<file path="src/rtl/cnn_pkg.sv">
// cnn_pkg: shared widths, word/address types and block state enums for the CNN memory movers.
package cnn_pkg;
  localparam int DATA_W = 16;
  localparam int ADDR_W = 16;
  typedef logic [DATA_W-1:0] word_t;
  typedef logic [ADDR_W-1:0] addr_t;
  typedef enum logic [1:0] {ST_IDLE, ST_RUN, ST_DONE} store_state_t;
  typedef enum logic [1:0] {LD_IDLE, LD_REQ, LD_DONE} load_state_t;
endpackage

</file>
<file path="src/rtl/store_block_if.sv">
// store_block_if: producer stream, start/size/base control and DMA write port of store_block.
interface store_block_if;
  import cnn_pkg::*;
  logic enable;
  logic [15:0] size;
  addr_t address;
  word_t inData;
  logic inValid;
  logic inReady;
  logic dmaGrant;
  logic dmaEnable;
  logic RW;
  addr_t dmaAddr;
  word_t dmaOut;
  logic done;
  modport master (output enable, size, address, inData, inValid, dmaGrant,
                  input inReady, dmaEnable, RW, dmaAddr, dmaOut, done);
  modport slave (input enable, size, address, inData, inValid, dmaGrant,
                 output inReady, dmaEnable, RW, dmaAddr, dmaOut, done);
endinterface

</file>
<file path="src/rtl/sync_fifo.sv">
// sync_fifo: registered FIFO; push refused when full, pop ignored when empty.
module sync_fifo #(
  parameter int W = 16,
  parameter int DEPTH = 4
) (
  input  logic         clk,
  input  logic         reset,
  input  logic         push,
  input  logic         pop,
  input  logic [W-1:0] wrData,
  output logic [W-1:0] rdData,
  output logic         full,
  output logic         empty
);
  localparam int AW = $clog2(DEPTH);
  logic [W-1:0] mem [DEPTH];
  logic [AW:0] wrPtr, rdPtr;
  logic doPush, doPop;
  assign doPush = push && !full;
  assign doPop = pop && !empty;
  assign empty = wrPtr == rdPtr;
  assign full = (wrPtr[AW] != rdPtr[AW]) && (wrPtr[AW-1:0] == rdPtr[AW-1:0]);
  assign rdData = mem[rdPtr[AW-1:0]];
  always_ff @(posedge clk or posedge reset)
    if (reset) begin
      wrPtr <= '0;
      rdPtr <= '0;
    end else begin
      if (doPush) wrPtr <= wrPtr + 1'b1;
      if (doPop) rdPtr <= rdPtr + 1'b1;
    end
  always_ff @(posedge clk)
    if (doPush) mem[wrPtr[AW-1:0]] <= wrData;
endmodule

</file>
<file path="src/rtl/store_block.sv">
// store_block: buffers a layer's result stream and writes size*size words to consecutive DMA addresses.
module store_block
  import cnn_pkg::*;
#(
  parameter int FIFO_DEPTH = 4
) (
  input logic clk,
  input logic reset,
  store_block_if.slave bus
);
  store_state_t state;
  addr_t base;
  logic [15:0] total, inCount, wrCount, sq;
  word_t head;
  logic full, empty, push, pop, wrEn;
  assign sq = bus.size * bus.size;
  assign bus.inReady = state == ST_RUN && !full && inCount < total;
  assign wrEn = state == ST_RUN && !empty;
  assign push = bus.inValid && bus.inReady;
  assign pop = wrEn && bus.dmaGrant;
  assign bus.dmaEnable = wrEn;
  assign bus.RW = wrEn;
  assign bus.dmaAddr = wrEn ? addr_t'(base + wrCount) : '0;
  assign bus.dmaOut = wrEn ? head : '0;
  assign bus.done = state == ST_DONE;
  sync_fifo #(.W(DATA_W), .DEPTH(FIFO_DEPTH)) fifo (
    .clk(clk), .reset(reset), .push(push), .pop(pop),
    .wrData(bus.inData), .rdData(head), .full(full), .empty(empty)
  );
  always_ff @(posedge clk or posedge reset)
    if (reset) begin
      state <= ST_IDLE;
      base <= '0;
      total <= '0;
      inCount <= '0;
      wrCount <= '0;
    end else begin
      case (state)
        ST_IDLE: if (bus.enable) begin
          base <= bus.address;
          total <= sq;
          inCount <= '0;
          wrCount <= '0;
          state <= sq == '0 ? ST_DONE : ST_RUN;
        end
        ST_RUN: begin
          if (push) inCount <= inCount + 16'd1;
          if (pop) begin
            wrCount <= wrCount + 16'd1;
            if (wrCount + 16'd1 == total) state <= ST_DONE;
          end
        end
        ST_DONE: if (!bus.enable) state <= ST_IDLE;
        default: state <= ST_IDLE;
      endcase
    end
endmodule

</file>
<file path="src/flat_wrapper.sv">
// flat-port wrapper written by rule: the top's interface ports become plain ports
module store_block_flat import cnn_pkg::*;
#(
  parameter int FIFO_DEPTH = 4
)
  (clk, reset, bus_enable, bus_size, bus_address, bus_inData, bus_inValid, bus_dmaGrant, bus_inReady, bus_dmaEnable, bus_RW, bus_dmaAddr, bus_dmaOut, bus_done);
  store_block_if bus_i ();
  input logic clk;
  input logic reset;
  input wire logic [$bits(bus_i.enable)-1:0] bus_enable;
  input wire logic [$bits(bus_i.size)-1:0] bus_size;
  input wire logic [$bits(bus_i.address)-1:0] bus_address;
  input wire logic [$bits(bus_i.inData)-1:0] bus_inData;
  input wire logic [$bits(bus_i.inValid)-1:0] bus_inValid;
  input wire logic [$bits(bus_i.dmaGrant)-1:0] bus_dmaGrant;
  output wire logic [$bits(bus_i.inReady)-1:0] bus_inReady;
  output wire logic [$bits(bus_i.dmaEnable)-1:0] bus_dmaEnable;
  output wire logic [$bits(bus_i.RW)-1:0] bus_RW;
  output wire logic [$bits(bus_i.dmaAddr)-1:0] bus_dmaAddr;
  output wire logic [$bits(bus_i.dmaOut)-1:0] bus_dmaOut;
  output wire logic [$bits(bus_i.done)-1:0] bus_done;
  assign bus_i.enable = bus_enable;
  assign bus_i.size = bus_size;
  assign bus_i.address = bus_address;
  assign bus_i.inData = bus_inData;
  assign bus_i.inValid = bus_inValid;
  assign bus_i.dmaGrant = bus_dmaGrant;
  assign bus_inReady = bus_i.inReady;
  assign bus_dmaEnable = bus_i.dmaEnable;
  assign bus_RW = bus_i.RW;
  assign bus_dmaAddr = bus_i.dmaAddr;
  assign bus_dmaOut = bus_i.dmaOut;
  assign bus_done = bus_i.done;
  store_block #(.FIFO_DEPTH(FIFO_DEPTH)) u_core (.clk(clk), .reset(reset), .bus(bus_i));
endmodule
</file>
<file path="config.mk">
export PLATFORM = sky130hd
export DESIGN_NAME = store_block_flat
export DESIGN_NICKNAME = d
export VERILOG_FILES = /design/src/rtl/cnn_pkg.sv /design/src/rtl/store_block_if.sv /design/src/rtl/sync_fifo.sv /design/src/rtl/store_block.sv /design/src/flat_wrapper.sv
export SDC_FILE = /design/constraint.sdc
export NUM_CORES = 1
export LEC_CHECK = 0
export ABC_AREA = 0
export CORE_UTILIZATION = 30
export CTS_BUF_LIST = sky130_fd_sc_hd__clkbuf_16
export DETAILED_ROUTE_END_ITERATION = 10
export PLACE_DENSITY = 0.45
export SYNTH_ARGS = -nofsm -noshare
export SYNTH_HDL_FRONTEND = slang
export SYNTH_SLANG_ARGS = --single-unit
</file>
<file path="constraint.sdc">
create_clock -name clk -period 3.7 [get_ports clk]
set_input_delay 0.37 -clock clk [delete_from_list [all_inputs] [get_ports clk]]
set_output_delay 0.37 -clock clk [all_outputs]
set_load 0.02 [all_outputs]
</file>
==> metrics.md, run 1 <==
| Metric | Value |
|---|---|
| Root Driver | clkbuf_16 |
| Final Cycle Share | 133% |
| Largest net degree at the start of global routing | 38 |
| Total Wirelength | between 20000 and 30000 um |
| Leakage power | 6.32 nW |
| Num rows | 67 |
| Worst hold path class | primary input to async pin |
| Top FF cell, synth | dfrtp_1 |
| Clock Skew | roughly 0.016 ns |
| Final Max Tran Viols | 0 |
| Number of synthesized register bits | 135 |
| Max-cap violations | 0 |
| Detail Route Antenna Nets | 0 |
| GRT met3 Usage | under 10% |
| Number of iterations in the first detailed-routing pass | 4 |
| Max frequency | approximately 200 MHz |
| Final worst path period need | 4.92 ns |
| DRC violations left | 0 |
| Met2 GRT Util | 23.7% |
| Core Region | 33900 um^2 |
| NumNets Final | 1439 |
| GR peak layer | met2 |
| CTS Buffer Depth | 2 |
| First-pass GRT wire length | 41900 um |
| Headroom to the max-slew limit | 36.2% |
| 1st-iter DRT viols | roughly 340 |
| GPL Wtd Cong | between 0.7 and 0.8 |
| Die height | 188 um |
| P_int | 7.01 mW |
| Synth-to-layout area growth | 33.9% |
| Post-CTS Hold Buffers | 0 |
| Post-DP HPWL | 19100 um |
| Post-synth ARST share | roughly 53% |
| H-tree depth | 4 |
| Diode count | 0 |
| Worst Max-Slew Pin Slew | 0.956 ns |
| Final setup TNS | -9.43 ns |
| PortBufs | just under 90 |
| Comb power frac | between 60 and 70% |
| Status | complete, but fails checks |
| Arr. time, crit path | 5.22 ns |
| Met1 global-route usage | 21.2% |
| CTS tree | built |
| Post-synthesis sequential area ratio | 35.5% |
| Max FO, Critical Path | 3 |
| Power density cells | 825 nW/um^2 |
| Die Span X | approximately 190 um |
| Synth unique cells | 60 |
| Final hold violation count | 0 |
| TritonCTS buffer count | 17 |
| Antenna violations before repair | 0 |
| Worst EP required | 4.00 ns |
| PnR worst setup slack | -1.22 ns |
| CP startpoint kind | primary input |
| Clk pwr share | 15.4% |
| CP dominant cell by count | fa_1 |
| Synthesized cell area | 10400 um^2 |
| Num ports | 89 |
| Syn Inst Count | around 1000 |
| Syn_nets | 1233 |
| P_sw | roughly 4.5 mW |
| Yosys Warn Count | 0 |
| Setup violations, final | 11 |
| Crit path kind | primary input to register |
| Crit end category | register |
| Crit path cell chain | buf_6, buf_6, buf_4, fa_1, inv_1, fa_1, inv_1, fa_1, fa_1, fa_1, inv_1, fa_1, inv_2, ha_4, and3_4, a31oi_4, nor2b_4, xor2_1, and4_1, a21o_1, o21ai_1 |
| Number of synthesized flops with an enable pin | 64 |
| CP peak stage delay | 0.52 ns |
| Detailed-route vias per instance | about 4.5 |
| Share of power burned in registers | 18.1% |
| # clock sinks | 135 |
| RSZ-0062 raised after global routing | yes |
| Number of global-route vias before repair | approximately 7900 |
| DIE AREA | 35500 um^2 |
| VDD IR-drop max | 614 uV |
| Failing checks | negative setup slack |
| Initial Util | 30.8% |
| Overflow after GRT | 0 |
| Sw Ratio | between 30 and 40% |
| Hold Slack | about 0.45 ns |
| Gr usage total | between 10% and 20% |
| Wire per inst | 14.9 um |
| CP max stage cell | fa_1 |
| Clock latency on the worst-skew pair | 0.42 ns |
| Register clock-pin slew on the reported worst setup and hold paths | 0.07 ns |
| Vias after detailed routing | 7666 |
| Ratio of cells with drive above 1 in the final layout | 24.3% |
| Post-Syn Area per Cell | 10.2 um^2 |
[power by group through the flow]
stage | Clock, mW | Combinational, mW | Sequential, mW
after floorplan | 0 | 4.10 | 2.05
after global placement | 0 | 6.58 | 2.12
after detailed placement | 0 | 6.60 | 2.12
after CTS | 1.82 | 7.35 | 2.10
after global routing | 1.88 | 8.54 | 2.12
final | 1.78 | 7.66 | 2.09
[Yosys cell counts (12+ instances only)]
cell type | number | area [um^2]
xor2_1 | 28 | 245
inv_1 | 148 | 556
edfxtp_1 | 64 | 1920
and2_1 | 42 | 263
dfrtp_1 | 71 | 1780
xnor2_1 | 55 | 482
o21ai_0 | 51 | 255
fa_1 | 68 | 1360
nand2_1 | 137 | 514
nor2_1 | 42 | 158
and3_1 | 14 | 87.6
nor3_1 | 12 | 60.1
a21oi_1 | 32 | 160
nand3_1 | 20 | 100
ha_1 | 85 | 1060
clkbuf_1 | 24 | 90.1
[final timing paths]
kind                                  from                  to  slack, ns  depth (start not counted)
max in group asynchronous            reset   u_core.inCount[9]       2.47                          3
min in group clk            u_core.base[7]      u_core.base[7]       0.48                          2
hold / removal                       reset      u_core.base[9]       0.45                          2
hold reg to reg             u_core.base[7]      u_core.base[7]       0.48                          2
setup reg to reg           u_core.state[1]  u_core.wrCount[12]       0.81                          8
setup / recovery               bus_size[6]     u_core.state[0]      -1.22                         21
[worst max-delay path, delay by kind of cell]
kind | cells | cell delay [ns]
buffers and inverters | 7 | 0.54
AO/OA/AOI/OAI | 3 | 0.32
AND/OR/NAND/NOR | 3 | 0.57
XOR/XNOR | 1 | 0.16
adder cells (fa/ha/maj) | 7 | 3.25
[layout make-up]
class / count / area [um^2]
repair buffers: 220 / 1960
well taps: 448 / 561
clock inverters: 14 / 189
multi-input cells: 711 / 6580
fillers: 3305 / 19900
clock buffers: 17 / 425
flip-flops and latches: 135 / 3700
inverters: 148 / 556
[kinds of logic after synthesis]
kind of cell | Yosys count | share of synthesized area (%)
flops | 135 | 35.5
fa+ha+maj | 153 | 23.3
xor+xnor | 84 | 7.19
mux | 20 | 4.04
simple gates | 319 | 15.3
compound gates | 135 | 8.05
buf+inv | 181 | 6.74
[timing repair]
action,4_1_cts,5_1_grt
setup buffers,30,6
resized for setup,119,60
hold endpoints to repair,0,0
endpoints found under the setup margin,20,20
pin swaps,49,62
[flip-flops by register name (all words and copies together) (netlist names)]
signal / flops
u_core.inCount: 16
u_core.fifo.wrPtr: 3
u_core.fifo.rdPtr: 3
u_core.total: 15
u_core.fifo.mem: 64
u_core.base: 16
u_core.state: 2
u_core.wrCount: 16
[layout by cell type (no fill, tap or decap), types with 40 or more instances in the layout]
master | netlist | routed
dfrtp_1 | 71 | 71
buf_4 | 2 | 111
edfxtp_1 | 64 | 64
fa_1 | 68 | 63
nor2_1 | 42 | 40
clkdlybuf4s50_1 | 0 | 66
xnor2_1 | 55 | 47
nand2_1 | 137 | 121
inv_1 | 148 | 137
ha_1 | 85 | 71
o21ai_0 | 51 | 41
[metal layers]
metal,part of all wire [%],wire (um)
met1,50,12500
met2,47,11800
met3,2.9,734
met4,0.84,212
met5,0,0
[through the flow]
step	cells	power, mW	instance area [um^2]	setup WS, ns	utilization [%]
2_1_floorplan	1027	6.15	10600	-1.35	-
3_3_place_gp	1634	8.70	12700	-2.06	37.4
3_5_place_dp	1634	8.72	12700	-2.15	37.4
4_1_cts	1692	11.3	13800	-1.35	40.7
5_1_grt	1693	12.5	14000	-1.42	41.2
6_report	1693	11.5	14000	-1.22	41.2
(Power assumes the default switching activity.)
==> run 2: changes to the inputs <==
--- a/config.mk
+++ b/config.mk
@@ -6,6 +6,7 @@
 export NUM_CORES = 1
 export LEC_CHECK = 0
 export ABC_AREA = 0
+export CORE_ASPECT_RATIO = 1.25
 export CORE_UTILIZATION = 30
 export CTS_BUF_LIST = sky130_fd_sc_hd__clkbuf_16
 export DETAILED_ROUTE_END_ITERATION = 10
==> run 2 against run 1 <==
The run still ends with negative setup slack left. Worst setup slack better by 0.050 ns. Non-clock buffer count is 7 higher. Count of clock-buffer cells in the layout stayed put.
==> metrics.md, run 2 (synthesis gave the netlist of run 1 again) <==
| Metric | Value |
|---|---|
| Max FO, Critical Path | 5 (+2) |
| CP max stage cell | fa_1 |
| Setup violations, final | 12 (+1) |
| Max frequency | 205 MHz (+1.0%) |
| Worst Max-Slew Pin Slew | 0.837 ns (-0.120 ns) |
| Power density cells | 837 nW/um^2 (+1.4%) |
| Worst hold path class | primary input to async pin |
| Register clock-pin slew on the reported worst setup and hold paths | 0.06 ns (about the same) |
| First-pass GRT wire length | 42100 um (+0.38%) |
| Sw Ratio | 39.1% (-0.089 points) |
| Ratio of cells with drive above 1 in the final layout | 24.7% (+0.32 points) |
| 1st-iter DRT viols | 330 (-4.1%) |
| Max reg flops | 64 (unchanged) |
| CP startpoint kind | primary input |
| Most common cell after layout, fill and taps aside | inv_1 |
| P_sw | 4.59 mW (+1.6%) |
| Max-cap violations | 0 (unchanged) |
| Hold Slack | 0.390 ns (-0.0567 ns) |
| Detailed-route vias per instance | 4.51 (-0.50%) |
| Synth-to-layout area growth | 34.5% |
| NumNets Final | 1446 (+0.49%) |
| Top Family by Delay on Critical Path | adder cells |
| Num rows | 76 (+13%) |
| Clock latency on the worst-skew pair | 0.42 ns (about the same) |
| Fin area | 14000 um^2 (+0.40%) |
| Area after DPL | 12800 um^2 (+0.99%) |
| Wire per inst | 14.7 um (-1.4%) |
| VDD IR-drop max | 537 uV (-13%) |
| Headroom to the max-slew limit | 44.0% (+7.8 points) |
| Crit path buffers/inverters | 9 (+2) |
| Share of power burned in registers | 17.7% (-0.4 points) |
| Final Max Tran Viols | 0 (unchanged) |
| Core Region | 34300 um^2 (+1.4%) |
| Crit path kind | primary input to register |
| Clock Skew | 0.0117 ns (-0.00414 ns) |
| R2R Setup Slk | 0.56 ns (-0.25 ns) |
| H-tree depth | 4 (unchanged) |
| CP dominant cell by count | fa_1 |
| PnR worst setup slack | -1.17 ns (+0.0504 ns) |
| Antenna violations before repair | 0 (unchanged) |
| Largest net degree at the start of global routing | 43 (+13%) |
| Final Cycle Share | 132% (-1.4 points) |
| Comb power frac | 67.4% (+1.0 points) |
| Number of iterations in the first detailed-routing pass | 4 (unchanged) |
| CTS Buffer Depth | 2 (unchanged) |
| Die height | 210 um (+12%) |
| Final hold violation count | 0 (unchanged) |
| Vias after detailed routing | 7754 (+1.1%) |
| Diode count | 0 (unchanged) |
| RSZ-0062 raised after global routing | yes |
| Total Wirelength | 25200 um (+0.24%) |
| Failing checks | negative setup slack |
| Gr usage total | 15.1% (+0.28 points) |
| Status | complete, but fails checks |
| DRC violations left | 0 (unchanged) |
| Crit end category | register |
| P_int | 7.15 mW (+2.0%) |
| # clock sinks | 135 (unchanged) |
| Most frequent cells in the layout | 132 x inv_1, 127 x nand2_1, 118 x buf_4 |
| Num ports | 89 (unchanged) |
| CP peak stage delay | 0.53 ns (about the same) |
| PortBufs | 87 (unchanged) |
| Post-DP HPWL | 19200 um (+0.58%) |
| Root Driver | clkbuf_16 |
| CTS tree | built |
| GPL Wtd Cong | 0.788 (-1.0%) |
| Number of global-route vias before repair | 8171 (+3.4%) |
| Detail Route Antenna Nets | 0 (unchanged) |
| DIE AREA | 35500 um^2 (about the same) |
| Final Core Density | 40.8% (-0.39 points) |
| Final worst path period need | 4.87 ns (-0.0504 ns) |
| Leakage power | 6.36 nW (+0.62%) |
| Setup WS pre-CTS | -2.14 ns (+0.0126 ns) |
| Overflow after GRT | 0 (unchanged) |
| Die Span X | 169 um (-10%) |
| Initial Util | 30.4% (-0.41 points) |
| Clk pwr share | 14.9% (-0.5 points) |
| Arr. time, crit path | 5.18 ns (-0.04 ns) |
| TritonCTS buffer count | 17 (unchanged) |
| Worst EP required | 4.01 ns (about the same) |
run 2: routing by layer:
layer  vias up  wire length, um  GRT usage (%)
met1      3756            10700           17.6
met5         -                0              0
met3        22              696           2.20
li1       3848                -              -
met2       128            13500           28.4
met4         0              356           4.48
run 2: what timing repair did:
| action | in CTS | in global routing |
|---|---|---|
| hold endpoints to repair | 0 | 0 |
| resized for setup | 117 | 55 |
| buffers inserted | 27 | 7 |
| cloned | 1 | 0 |
| hold buffers | 0 | 0 |
| pin swaps | 48 | 51 |
| setup endpoints to repair | 19 | 19 |
run 2: final cells by class:
type / count / area (um^2)
clock buffers: 17 / 425
flip-flops and latches: 135 / 3700
inverters: 148 / 556
multi-input cells: 711 / 6540
well taps: 468 / 586
fillers: 3363 / 20300
repair buffers: 227 / 2040
clock inverters: 15 / 178
run 2: power by group through the flow:
| stage | registers [mW] | clock network [mW] | logic (mW) |
|---|---|---|---|
| 5_1_grt | 2.11 | 1.84 | 8.80 |
| 4_1_cts | 2.08 | 1.79 | 7.41 |
| 3_3_place_gp | 2.10 | 0 | 6.69 |
| 6_report | 2.08 | 1.75 | 7.91 |
| 2_1_floorplan | 2.05 | 0 | 4.10 |
| 3_5_place_dp | 2.11 | 0 | 6.75 |
run 2: final timing paths:
kind                                          to  cells past startpoint             start
hold / removal                    u_core.base[1]                      2             reset
max in group asynchronous        u_core.total[7]                      3             reset
hold reg to reg                   u_core.base[4]                      2    u_core.base[4]
setup / recovery                 u_core.state[0]                     25       bus_size[6]
setup reg to reg           u_core.fifo.mem[1][6]                      9  u_core.total[13]
min in group clk                 u_core.base[11]                      3   bus_address[11]
run 2: metrics by stage:
stage	std cells	setup TNS [ns]	total power, mW
5_1_grt	1721	-11.02	12.8
4_1_cts	1719	-10.30	11.3
3_5_place_dp	1663	-20.02	8.86
2_1_floorplan	1027	-9.13	6.15
3_3_place_gp	1663	-19.76	8.80
6_report	1721	-8.87	11.7
